$ cat src/rtl/otter_ir_pipeline.sv
// IR/PC register chain from fetch through writeback with
// load-use stall insertion, fetch-slot squash and per-stage valids.
module otter_ir_pipeline #(
    parameter int          XLEN = 32,
    parameter logic [31:0] NOP  = 32'h0000_0013
) (
    input  logic            CLK,
    input  logic            RST_N,
    input  logic [31:0]     IF_IR,
    input  logic [XLEN-1:0] IF_PC,
    input  logic            IF_VALID,
    input  logic            CLEAR,
    output logic            PC_WRITE,
    output logic            STALL,
    output logic [31:0]     DEC_IR,
    output logic [XLEN-1:0] DEC_PC,
    output logic            DEC_VALID,
    output logic [31:0]     EXE_IR,
    output logic [XLEN-1:0] EXE_PC,
    output logic            EXE_VALID,
    output logic [31:0]     MEM_IR,
    output logic [XLEN-1:0] MEM_PC,
    output logic            MEM_VALID,
    output logic [31:0]     WB_IR,
    output logic [XLEN-1:0] WB_PC,
    output logic            WB_VALID
);

    localparam logic [6:0] OP_LOAD   = 7'b0000011;
    localparam logic [6:0] OP_STORE  = 7'b0100011;
    localparam logic [6:0] OP_BRANCH = 7'b1100011;
    localparam logic [6:0] OP_JALR   = 7'b1100111;
    localparam logic [6:0] OP_IMM    = 7'b0010011;
    localparam logic [6:0] OP_OP     = 7'b0110011;
    localparam logic [6:0] OP_SYSTEM = 7'b1110011;

    typedef struct packed {
        logic [31:0]     ir;
        logic [XLEN-1:0] pc;
        logic            vld;
    } stage_t;

    stage_t dec_q, dec_d;
    stage_t exe_q, exe_d;
    stage_t mem_q, mem_d;
    stage_t wb_q,  wb_d;

    logic [4:0] exe_rd;
    logic       rs1_hit;
    logic       rs2_hit;
    logic       hazard;

    function automatic logic uses_rs1(input logic [31:0] ir);
        logic u;
        unique case (ir[6:0])
            OP_JALR, OP_BRANCH, OP_LOAD,
            OP_STORE, OP_IMM, OP_OP: u = 1'b1;
            // CSRRW/CSRRS/CSRRC read rs1; the immediate forms do not
            OP_SYSTEM: u = (ir[14:12] != 3'd0) && (ir[14:12] <= 3'd3);
            default:   u = 1'b0;
        endcase
        return u;
    endfunction

    function automatic logic uses_rs2(input logic [31:0] ir);
        logic u;
        unique case (ir[6:0])
            OP_BRANCH, OP_STORE, OP_OP: u = 1'b1;
            default:                    u = 1'b0;
        endcase
        return u;
    endfunction

    always_comb begin
        exe_rd  = exe_q.ir[11:7];
        rs1_hit = uses_rs1(dec_q.ir) && (dec_q.ir[19:15] == exe_rd);
        rs2_hit = uses_rs2(dec_q.ir) && (dec_q.ir[24:20] == exe_rd);
        hazard  = exe_q.vld && (exe_q.ir[6:0] == OP_LOAD)
                  && (exe_rd != 5'd0) && dec_q.vld
                  && (rs1_hit || rs2_hit);
    end

    always_comb begin
        dec_d = dec_q;
        exe_d = dec_q;
        mem_d = exe_q;
        wb_d  = mem_q;
        if (hazard) begin
            // hold decode, inject a bubble; CLEAR is ignored here
            exe_d = '{ir: NOP, pc: dec_q.pc, vld: 1'b0};
        end else if (IF_VALID && !CLEAR) begin
            dec_d = '{ir: IF_IR, pc: IF_PC, vld: 1'b1};
        end else begin
            dec_d = '{ir: NOP, pc: IF_PC, vld: 1'b0};
        end
    end

    always_ff @(posedge CLK or negedge RST_N) begin
        if (!RST_N) begin
            dec_q <= '{ir: NOP, pc: '0, vld: 1'b0};
            exe_q <= '{ir: NOP, pc: '0, vld: 1'b0};
            mem_q <= '{ir: NOP, pc: '0, vld: 1'b0};
            wb_q  <= '{ir: NOP, pc: '0, vld: 1'b0};
        end else begin
            dec_q <= dec_d;
            exe_q <= exe_d;
            mem_q <= mem_d;
            wb_q  <= wb_d;
        end
    end

    assign STALL     = hazard;
    assign PC_WRITE  = !hazard;
    assign DEC_IR    = dec_q.ir;
    assign DEC_PC    = dec_q.pc;
    assign DEC_VALID = dec_q.vld;
    assign EXE_IR    = exe_q.ir;
    assign EXE_PC    = exe_q.pc;
    assign EXE_VALID = exe_q.vld;
    assign MEM_IR    = mem_q.ir;
    assign MEM_PC    = mem_q.pc;
    assign MEM_VALID = mem_q.vld;
    assign WB_IR     = wb_q.ir;
    assign WB_PC     = wb_q.pc;
    assign WB_VALID  = wb_q.vld;

endmodule
$ cat config.mk
export PLATFORM = sky130hd
export DESIGN_NAME = otter_ir_pipeline
export DESIGN_NICKNAME = d
export VERILOG_FILES = /design/src/rtl/otter_ir_pipeline.sv
export SDC_FILE = /design/constraint.sdc
export NUM_CORES = 1
export LEC_CHECK = 0
export BUFFER_PORTS_ARGS = -buffer_cell sky130_fd_sc_hd__buf_4
export CAP_MARGIN = 30
export CORE_MARGIN = 2
export CORE_UTILIZATION = 30
export DETAILED_ROUTE_END_ITERATION = 8
export RECOVER_POWER = 50
export SLEW_MARGIN = 20
export SYNTH_ARGS = -nofsm -noshare
export SYNTH_HDL_FRONTEND = slang
export SYNTH_SLANG_ARGS = --single-unit
$ cat constraint.sdc
create_clock -name CLK -period 3.7 [get_ports CLK]
set_clock_uncertainty 0.2 [all_clocks]
set_input_delay 0.37 -clock CLK [delete_from_list [all_inputs] [get_ports CLK]]
set_output_delay 0.37 -clock CLK [all_outputs]
set_load 0.02 [all_outputs]
==> run summary <==
The highest cell delay on the worst timing path was 1.11 ns; the minimum clock period after layout was 2.84 ns. For the total of max-cap violations, the log shows 1. In this run, the combinational gates consume 9.6% of the power. Prevailing post-synth register cell: dfrtp_1. The slowest cell on the critical path was clkbuf_2. The analysis attributes to cell leakage a power of 6.33 nW. The number of global-route vias before repair was 5434; the worst endpoint data arrival time was 3.14 ns. In this run the power density over the cells is 524 nW/µm². In this run the count of I/O pins placed on the die edge is 330.

In the finished design, the share of the clock period the worst path needs comes to 76.7%. The tools report the count of final max-slew check failures as 62. The share of synthesized area in the top cell type comes to 75.3%. The net count of the finished layout is 946.

After synthesis, the share of flip-flops with an asynchronous set or reset is 100%. After synthesis, the cell types taking the most area are dfrtp_1 75%, dfstp_2 3.8%, mux2i_1 3.4%. In this run, post-CTS repair resized a total of 0 instances. The tightest min-delay check is of the reg2reg type.

The die covers 28800 µm². Setup repair after global routing left no endpoint under its margin. The total number of placement rows is 60.

The number of antenna diodes is 0, and the layout overhead on the synthesized area is 51.0%. The mean routed wirelength per cell is 17.0 µm. The setup-violating endpoint count in the final report was 0. The critical path goes through dlygate4sd3_1, clkbuf_2, clkbuf_4. Startpoint type of the worst setup path: a primary input. Summed over all failing endpoints, the final setup total negative slack is 0 ns.

Power comes to 6.52 mW. The HPWL after detailed placement is 15.0 mm. The Yosys step of the flow raised 0 warnings. In this run the tightest slew margin relative to its limit is -2.10%. The via total after detailed routing is 5102, and the total clock buffers created by CTS is 28. Post-detailed-route via-to-cell ratio: 4.11.

The share of the Yosys chip area taken by registers is 79.1%. For the first-pass GRT wire length, the log shows 32.0 mm. Clock tree synthesis found a total of 260 sinks. The logs give 258 for the initial detailed-routing violation count and 46.8% for the sequential group share of total power. After detailed routing, the number of remaining DRC violations is 0. For this configuration, the core starts out at a cell density of 30.6%. Actual slew at the worst max-slew pin: 1.53 ns. During placement, the flow inserted port buffers numbering 329. Power spent charging and discharging nets: 1.54 mW. The critical setup path kind is in2async.

The internal power of the cells totals 4.99 mW. The total wire length came out at 21.1 mm. Before antenna repair, the detailed router went through 4 iterations. In the final layout, the share of cells above drive strength 1 is 45.4%. After synthesis the netlist holds a flip-flop and latch count of 260. The number of antenna violations at the first check in global routing was 0. Synthesis handed over a netlist of 497 instances. Derived from the worst setup path, the maximum achievable clock frequency is 352 MHz. The tools report the maximum buffer depth of the clock tree as 3. The commonest cells after synthesis are 248 x dfrtp_1, 32 x buf_4, 30 x nand2_1. A synthesized cell averages 16.6 µm².

After synthesis, the netlist uses 31 different library cells. The number of enable flip-flop cells after synthesis came out at 0. From left edge to right edge, the die measures 170 µm.

The checks that failed: capacitance limit, slew limit. The tools report the final weighted congestion of routability-driven global placement as 0.739. The core region is 27000 µm². After clock tree synthesis, the clock-pin slew on the worst setup and hold paths is 0.06 ns.

Summing every instance area after synthesis gives 8240 µm². Along the worst path, the maximum fanout reaches 77. Most common cell in the synthesized netlist: dfrtp_1. The total nets after synthesis is 565. TritonCTS built the clock tree. The total grt overflow was 0; the pin count of the biggest net entering global routing was 93.

The root cell of the clock tree was clkbuf_16. The peak ir drop on the vdd network was 0.000324 V. STA classifies the critical path endpoint as an asynchronous set/reset pin. The die height was 170 µm. The run gives 0 as the final number of hold-violating endpoints.

dfrtp_1 takes more of the synthesized area than any other cell. In this run switching power makes up 23.5% of total power. The number of levels the H-tree was split into was 1. The logs give 14.3% for the total routing usage reported by global routing and 0.53 ns for the clock latency on the worst-skew pair. For the worst setup path, the data required time is 4.01 ns.

The count of nets left with antenna violations once routing finished came out at 0. The clock network is responsible for 43.6% of the overall power. The flow ran to the end, but the final reports show violations.
[final timing paths]
check / slack [ns] / to / depth (start not counted) / startpoint
setup reg to reg: 0.91 / DEC_PC[3] / 6 / EXE_IR[1]
setup / recovery: 0.86 / WB_PC[17] / 3 / RST_N
hold / removal: 0.17 / MEM_PC[28] / 0 / EXE_PC[28]
max in group CLK: 0.91 / DEC_PC[3] / 6 / EXE_IR[1]
hold reg to reg: 0.17 / MEM_PC[28] / 0 / EXE_PC[28]
min in group asynchronous: 0.57 / MEM_PC[0] / 2 / RST_N
[registers in the layout, summed over array words and instances (netlist names)]
name and cells:
MEM_PC 32, DEC_IR 32, EXE_PC 32, WB_VALID 1
EXE_IR 32, DEC_PC 32, MEM_VALID 1, DEC_VALID 1
WB_PC 32, WB_IR 32, MEM_IR 32, EXE_VALID 1
[power by group through the flow]
stage / sequential [mW] / clock [mW] / combinational (mW)
after floorplan: 3.23 / 0 / 0.113
after detailed placement: 3.11 / 0 / 0.581
after CTS: 3.06 / 2.93 / 0.640
after global routing: 3.07 / 3.05 / 0.668
final: 3.06 / 2.84 / 0.624
after global placement: 3.11 / 0 / 0.578
[worst max-delay path, delay by kind of cell]
kind | cells | cell delay (ns)
buffers and inverters | 3 | 2.68
[layer usage]
layer	wire length (µm)	global-route usage, %	up-vias
met5	0	0	-
met4	565	5.17	0
met3	1690	3.94	42
met2	10800	24.5	203
met1	8090	17.4	2526
li1	-	-	2331
[cells in the final DEF (no fill, tap or decap), types with 4 or more instances in the layout]
cell type	Yosys	final
inv_1	28	28
dlygate4sd3_1	0	65
mux2_1	12	12
dfrtp_1	248	248
nor2_1	4	4
clkbuf_8	0	4
clkbuf_1	9	6
dfstp_1	0	8
clkbuf_16	0	29
xnor2_1	6	6
buf_4	32	330
mux2_2	21	21
mux2i_1	28	28
dfstp_2	12	4
nand2b_1	5	5
and2_1	29	29
xor2_1	4	4
nand2_1	30	30
clkinv_2	0	7
[metrics by stage]
stage | cells | utilization [%] | setup WS (ns) | area, µm² | hold WS, ns
global route | 1241 | 46.2 | 0.367 | 12400 | 0.167
global placement | 1124 | 40.3 | 0.896 | 10900 | 0.139
detailed placement | 1124 | 40.3 | 0.874 | 10900 | 0.142
floorplan | 497 | - | 1.20 | 8240 | -0.126
CTS | 1241 | 46.3 | 0.852 | 12500 | 0.134
finish | 1241 | 46.2 | 0.861 | 12400 | 0.167
[cell type report]
type,instances,area [µm²]
Inverter,28,105
Timing Repair Buffer,400,3190
Clock buffer,39,803
Fill cell,2403,14500
Clock inverter,13,149
Tap cell,341,427
Sequential cell,260,6520
Multi-Input combinational cell,160,1260
[cells by family after synthesis]
| kind of cell | synth area share [%] |
|---|---|
| AND/OR/NAND/NOR | 5.68 |
| AO/OA/AOI/OAI | 0.562 |
| buffers and inverters | 5.69 |
| XOR/XNOR | 1.06 |
| flip-flops | 79.1 |
| multiplexers | 7.91 |
[timing repair]
item | CTS | global route
hold endpoints to repair | 123 | 0
hold buffers | 65 | 0
setup buffers | 0 | 0
(Power assumes the default switching activity.)
